**config.mk**
```make
export PLATFORM = sky130hd
export DESIGN_NAME = mmio_io_ctrl
export DESIGN_NICKNAME = d
export VERILOG_FILES = /design/src/rtl/mmio_io_pkg.sv /design/src/rtl/io_debounce.sv /design/src/rtl/mmio_io_ctrl.sv
export SDC_FILE = /design/constraint.sdc
export NUM_CORES = 1
export LEC_CHECK = 0
export BUFFER_PORTS_ARGS = -buffer_cell sky130_fd_sc_hd__buf_2
export CORE_MARGIN = 2
export CORE_UTILIZATION = 55
export DETAILED_ROUTE_END_ITERATION = 10
export PLACE_DENSITY = 0.77
export SETUP_SLACK_MARGIN = 0.2
export SLEW_MARGIN = 40
export SYNTH_ARGS = -nofsm -noshare
export SYNTH_HDL_FRONTEND = slang
export SYNTH_SLANG_ARGS = --single-unit
```
**constraint.sdc**
```tcl
create_clock -name clk -period 2.9 [get_ports clk]
set_input_delay 0.145 -clock clk [delete_from_list [all_inputs] [get_ports clk]]
set_output_delay 0.145 -clock clk [all_outputs]
set_load 0.005 [all_outputs]
```
**src/rtl/mmio_io_pkg.sv**
```systemverilog
// mmio_io_pkg: register word indices and bus width shared by the
// MMIO switch/LED controller and its testbench.
package mmio_io_pkg;
   localparam int unsigned BUS_W    = 32;
   localparam int unsigned SW_IDX   = 0;
   localparam int unsigned LED_IDX  = 1;
   localparam int unsigned EDGE_IDX = 2;
   localparam int unsigned MASK_IDX = 3;
endpackage

```
**src/rtl/io_debounce.sv**
```systemverilog
// io_debounce: 2-FF synchroniser, shared sample tick and per-bit
// DEB_N-deep history that accepts a level once all samples agree.
module io_debounce
   import mmio_io_pkg::*;
#(
   parameter int IO_W    = 24,
   parameter int DEB_DIV = 1000,
   parameter int DEB_N   = 4
) (
   input  logic            clk,
   input  logic            rst,
   input  logic [IO_W-1:0] raw,
   output logic [IO_W-1:0] level,
   output logic [IO_W-1:0] rise
);
   localparam int CW = (DEB_DIV > 1) ? $clog2(DEB_DIV) : 1;

   logic [IO_W-1:0]            r_s1;
   logic [IO_W-1:0]            r_s2;
   logic [IO_W-1:0]            r_level;
   logic [CW-1:0]              r_cnt;
   logic [IO_W-1:0][DEB_N-1:0] r_hist;
   logic [IO_W-1:0][DEB_N-1:0] w_hist;
   logic [IO_W-1:0]            w_set;
   logic [IO_W-1:0]            w_clr;
   logic                       w_tick;

   assign w_tick = (r_cnt == CW'(DEB_DIV - 1));

   // Decision uses the history including the sample taken this tick
   always_comb begin
      w_hist = r_hist;
      w_set  = '0;
      w_clr  = '0;
      for (int i = 0; i < IO_W; i++) begin
         w_hist[i] = {r_hist[i][DEB_N-2:0], r_s2[i]};
         w_set[i]  = w_tick & (&w_hist[i]) & ~r_level[i];
         w_clr[i]  = w_tick & ~(|w_hist[i]) & r_level[i];
      end
   end

   always_ff @(posedge clk or negedge rst) begin
      if (!rst) begin
         r_s1    <= '0;
         r_s2    <= '0;
         r_cnt   <= '0;
         r_hist  <= '0;
         r_level <= '0;
      end else begin
         r_s1    <= raw;
         r_s2    <= r_s1;
         r_cnt   <= w_tick ? '0 : r_cnt + 1'b1;
         if (w_tick) r_hist <= w_hist;
         r_level <= (r_level | w_set) & ~w_clr;
      end
   end

   assign level = r_level;
   assign rise  = w_set;
endmodule

```
**src/rtl/mmio_io_ctrl.sv**
```systemverilog
// mmio_io_ctrl: bus-mapped switches (SW, EDGE W1C) and LEDs.
// Define MMIO_IO_IRQ_EN to add the MASK register and irq output.
module mmio_io_ctrl
   import mmio_io_pkg::*;
#(
   parameter int IO_W    = 24,
   parameter int DEB_DIV = 1000,
   parameter int DEB_N   = 4,
   parameter int ADDR_W  = 3
) (
   input  logic              clk,
   input  logic              rst,
   input  logic              req,
   input  logic              wr,
   input  logic [ADDR_W-1:0] addr,
   input  logic [BUS_W-1:0]  wdata,
   output logic [BUS_W-1:0]  rdata,
   output logic              ready,
   input  logic [IO_W-1:0]   io_rdata,
   output logic [IO_W-1:0]   io_wdata,
   output logic              irq
);
   logic             r_ready;
   logic [BUS_W-1:0] r_rdata;
   logic [IO_W-1:0]  r_led;
   logic [IO_W-1:0]  r_edge;
   logic [IO_W-1:0]  w_sw;
   logic [IO_W-1:0]  w_rise;
   logic [IO_W-1:0]  w_wd;
   logic [IO_W-1:0]  w_clr;
   logic [IO_W-1:0]  w_rsel;
   logic [BUS_W-1:0] w_rd;
   logic             w_rd_en;
   logic             w_wr_led;
   logic             w_wr_edge;
   logic             w_unused;

   io_debounce #(
      .IO_W    (IO_W),
      .DEB_DIV (DEB_DIV),
      .DEB_N   (DEB_N)
   ) u_deb (
      .clk   (clk),
      .rst   (rst),
      .raw   (io_rdata),
      .level (w_sw),
      .rise  (w_rise)
   );

   assign w_wd      = wdata[IO_W-1:0];
   assign w_unused  = ^wdata;
   assign w_rd_en   = req & ~wr;
   assign w_wr_led  = req & wr & (addr == ADDR_W'(LED_IDX));
   assign w_wr_edge = req & wr & (addr == ADDR_W'(EDGE_IDX));
   assign w_clr     = w_wr_edge ? w_wd : '0;

`ifdef MMIO_IO_IRQ_EN
   logic [IO_W-1:0] r_mask;
   logic            r_irq;
   logic            w_wr_mask;

   assign w_wr_mask = req & wr & (addr == ADDR_W'(MASK_IDX));

   always_ff @(posedge clk or negedge rst) begin
      if (!rst) begin
         r_mask <= '0;
         r_irq  <= 1'b0;
      end else begin
         if (w_wr_mask) r_mask <= w_wd;
         r_irq <= |(r_edge & r_mask);
      end
   end

   assign irq = r_irq;
`else
   assign irq = 1'b0;
`endif

   always_comb begin
      w_rsel = '0;
      case (addr)
         ADDR_W'(SW_IDX):   w_rsel = w_sw;
         ADDR_W'(LED_IDX):  w_rsel = r_led;
         ADDR_W'(EDGE_IDX): w_rsel = r_edge;
`ifdef MMIO_IO_IRQ_EN
         ADDR_W'(MASK_IDX): w_rsel = r_mask;
`endif
         default:           w_rsel = '0;
      endcase
      w_rd = '0;
      w_rd[IO_W-1:0] = w_rsel;
   end

   // A new rise wins over a same-cycle W1C of that bit
   always_ff @(posedge clk or negedge rst) begin
      if (!rst) begin
         r_ready <= 1'b0;
         r_rdata <= '0;
         r_led   <= '0;
         r_edge  <= '0;
      end else begin
         r_ready <= req;
         r_rdata <= w_rd_en ? w_rd : '0;
         if (w_wr_led) r_led <= w_wd;
         r_edge <= (r_edge & ~w_clr) | w_rise;
      end
   end

   assign ready    = r_ready;
   assign rdata    = r_rdata;
   assign io_wdata = r_led;
endmodule

```
==> flow_summary.yaml <==
drt:
  first_iter_violations: 573
  drc: 0
  wl_per_cell_microns: 18.9
  ant_nets: 0
  via_per_inst: 5.95
  firstDrtPassIters: 5
  via_count: 6726
  drt_wl_total_microns: 21300
worst_setup_path:
  r2r_start: "u_deb.r_cnt[0]$_DFF_PN0_"
  crit_arrival_ps: 2650
  path_class: "reg -> reg"
  required_ps: 3290
  endpoint_kind: "register"
  r2r-end: "u_deb.r_hist[66]$_DFFE_PN0N_"
  start_kind: "register"
  r2r_slack_ps: 640
  rr_worst_depth: 5
  worstPathMaxFanout: 23
global_routing:
  grt_remaining_overflow: 0
  grt_pass1_vias: 6688
  grt_max_degree: 112
  grt_pass1_wl_microns: 34500
  grt_usage_pct: 23.6
  antenna_found_initial: 0
run_status:
  outcome: "finished clean"
placement:
  dpl_worst_slack_ps: 664
  routabilityCongestion: 0.856
  port_buffers: 103
  hpwl_microns: 13200
power_and_ir_drop:
  p_sw_share_pct: 22.7
  ir_drop_mv: 0.400
  p_sw_w: 0.00154
  p_per_area_nw_per_um2: 594
  p_leak_nw: 5.43
  power.internal_w: 0.00525
  clkPwrFrac_pct: 41.0
  seqPwrFrac_pct: 51.0
  p_comb_share_pct: 8.0
timing:
  slew_headroom_pct: 60.8
  setup_viol: 0
  period_share_pct: 78.1
  rsz0062_at_grt: "no"
  hold_viol_final: 0
  max_clock_freq_ghz: 0.442
  finalSetupTns_ps: 0
  skew_ps: 5.85
  slew_viol_final: 0
  period_needed_ps: 2260
  finalWorstSetupSlack_ps: 636
  tightest_slew_ps: 588
synthesis:
  synth_ff_type: "dfrtp_1"
  syn_avg_cell_area_sq_um: 12.7
  synth_edf_count: 0
  synth_common_cells: "dfrtp_1, mux2_2, nand2_1"
  synth_cell_types: 46
  synth_area_leader_cell: "dfrtp_1"
  yosysSeqAreaShare_pct: 60.0
  yosys_warnings: 0
  ys_ff_latch: 227
  synthArstFlopShare_pct: 100
  yosysMostFrequentCell: "dfrtp_1"
  syn_inst: 745
  synth_top_area_share_pct: 60.0
  synth_area_leaders: "dfrtp_1, mux2_2, mux2_4"
  synthesis.area_sq_um: 9470
layout:
  fillCellCount: 1176
  multi_input_area_sq_um: 3480
  drive_above_1_share_pct: 30.4
  area.sequential_sq_um: 5680
  final_nets: 961
  n_antenna_cell: 0
  syn_to_final_growth_pct: 20.7
floorplan:
  ios: 121
  start_util_pct: 56.7
  core-area_sq_um: 16700
  dieHeight_microns: 135
  std_cell_rows: 47
  die-area_sq_um: 18300
  die_w_microns: 135
clocking:
  cts_resized: 0
  cts_buffers: 23
  post-cts-setup-buffers: 0
  clock_sinks: 227
  clkLatencyLatePin_ps: 500
  h-tree-depth: 1
  clkSlewWorstSetupHoldPaths_ps: 60
  cts_tree: "yes"
  clk_path_buf_depth: 3
  cts-root-buf: "clkbuf_16"
worst_hold_path:
  hp-class: "in -> async"
run:
  cap_violations: 0
stage by stage:
step | util [%] | std cells | hold slack (ps) | power [W] | area (sq um)
2_1_floorplan | - | 753 | -151 | 0.00373 | 9500
3_3_place_gp | 60.9 | 1040 | 235 | 0.00396 | 10200
3_5_place_dp | 60.9 | 1040 | 254 | 0.00399 | 10200
4_1_cts | 68.2 | 1129 | 180 | 0.00681 | 11400
5_1_grt | 68.4 | 1131 | 144 | 0.00703 | 11400
6_report | 68.4 | 1131 | 129 | 0.00678 | 11400
final cells by class:
cell class | count | area share [%]
Clock buffer | 34 | 6.01
Multi-Input combinational cell | 452 | 30.4
Sequential cell | 227 | 49.7
Timing Repair Buffer | 170 | 10.5
Clock inverter | 5 | 0.219
Tap cell | 220 | 2.41
Inverter | 23 | 0.755
worst max-delay path by stage:
| stage | cells past startpoint | slack, ps | start | endpoint |
|---|---|---|---|---|
| floorplan | 6 | 1080 | u_deb.r_cnt[0]$_DFF_PN0_ | u_deb.r_hist[10]$_DFFE_PN0N_ |
| global placement | 5 | 710 | u_deb.r_cnt[0]$_DFF_PN0_ | u_deb.r_hist[70]$_DFFE_PN0N_ |
| detailed placement | 5 | 660 | u_deb.r_cnt[3]$_DFF_PN0_ | u_deb.r_hist[8]$_DFFE_PN0N_ |
| CTS | 5 | 650 | u_deb.r_cnt[3]$_DFF_PN0_ | u_deb.r_hist[28]$_DFFE_PN0N_ |
| global route | 5 | 540 | u_deb.r_cnt[3]$_DFF_PN0_ | u_deb.r_hist[57]$_DFFE_PN0N_ |
| finish | 5 | 640 | u_deb.r_cnt[0]$_DFF_PN0_ | u_deb.r_hist[66]$_DFFE_PN0N_ |
repair_timing:
item | in CTS | in global routing
endpoints found under the setup margin | 0 | 0
hold buffers | 50 | 0
hold endpoints to repair | 177 | 0
cells in the final DEF, fill, tap and decap left out, types with 2 or more instances in the layout:
master | synthesis | layout
dlygate4sd3_1 | 0 | 50
dfrtp_1 | 227 | 227
o41ai_1 | 19 | 19
clkbuf_8 | 0 | 7
nor2_1 | 2 | 2
nor2b_1 | 21 | 20
mux2i_1 | 24 | 24
buf_4 | 11 | 14
clkinv_2 | 0 | 5
mux2_4 | 20 | 20
o41a_1 | 5 | 5
a32o_1 | 5 | 5
or2_2 | 24 | 24
nor4_1 | 6 | 6
o311ai_0 | 19 | 19
conb_1 | 1 | 9
o2bb2ai_1 | 2 | 2
nand4_1 | 39 | 39
mux2_1 | 3 | 3
o31ai_1 | 18 | 18
mux2_2 | 73 | 73
a21oi_1 | 26 | 26
xor2_1 | 2 | 2
or3_1 | 27 | 26
nand2_1 | 49 | 49
buf_2 | 14 | 102
and2_1 | 2 | 2
clkbuf_16 | 0 | 23
clkbuf_1 | 22 | 4
inv_1 | 23 | 23
buf_12 | 0 | 2
o21ai_0 | 19 | 19
nand3_1 | 18 | 18
o22a_1 | 5 | 5
routing by layer:
| metal | GRT usage (%) | up-vias | share of wire (%) |
|---|---|---|---|
| li1 | - | 3023 | - |
| met1 | 33.2 | 3410 | 42 |
| met2 | 38.2 | 253 | 49 |
| met3 | 3.89 | 40 | 6.5 |
| met4 | 7.29 | 0 | 2.2 |
| met5 | 0 | - | 0 |
power by group through the flow:
stage                     sequential (W)  clock [W]  combinational [W]
final                            0.00346    0.00278           0.000542
after global routing             0.00348    0.00295           0.000600
after global placement           0.00350          0           0.000462
after floorplan                  0.00350          0           0.000227
after CTS                        0.00346    0.00281           0.000538
after detailed placement         0.00351          0           0.000480
logic make-up after synthesis:
| group | count (synthesis) | share of synthesized area, % |
|---|---|---|
| buffers and inverters | 74 | 3.79 |
| AO/OA/AOI/OAI | 123 | 9.49 |
| AND/OR/NAND/NOR | 196 | 11.5 |
| XOR/XNOR | 3 | 0.278 |
| adder cells (fa/ha/maj) | 1 | 0.132 |
| other | 1 | 0.0396 |
| multiplexers | 120 | 14.7 |
| flip-flops | 227 | 60.0 |
worst max-delay path, stage by stage (launching register included):
cell,delay [ps]
dfrtp_1,390
ha_1,270
nand2_1,140
or3_2,750
buf_12,280
mux2_4,310
registers in the layout, summed over array words and instances (netlist names):
name / count
u_deb.r_s2: 24
ready: 1
io_wdata: 24
u_deb.r_cnt: 10
u_deb.r_s1: 24
u_deb.r_hist: 72
u_deb.level: 24
r_edge: 24
rdata: 24
(Power assumes the default switching activity.)
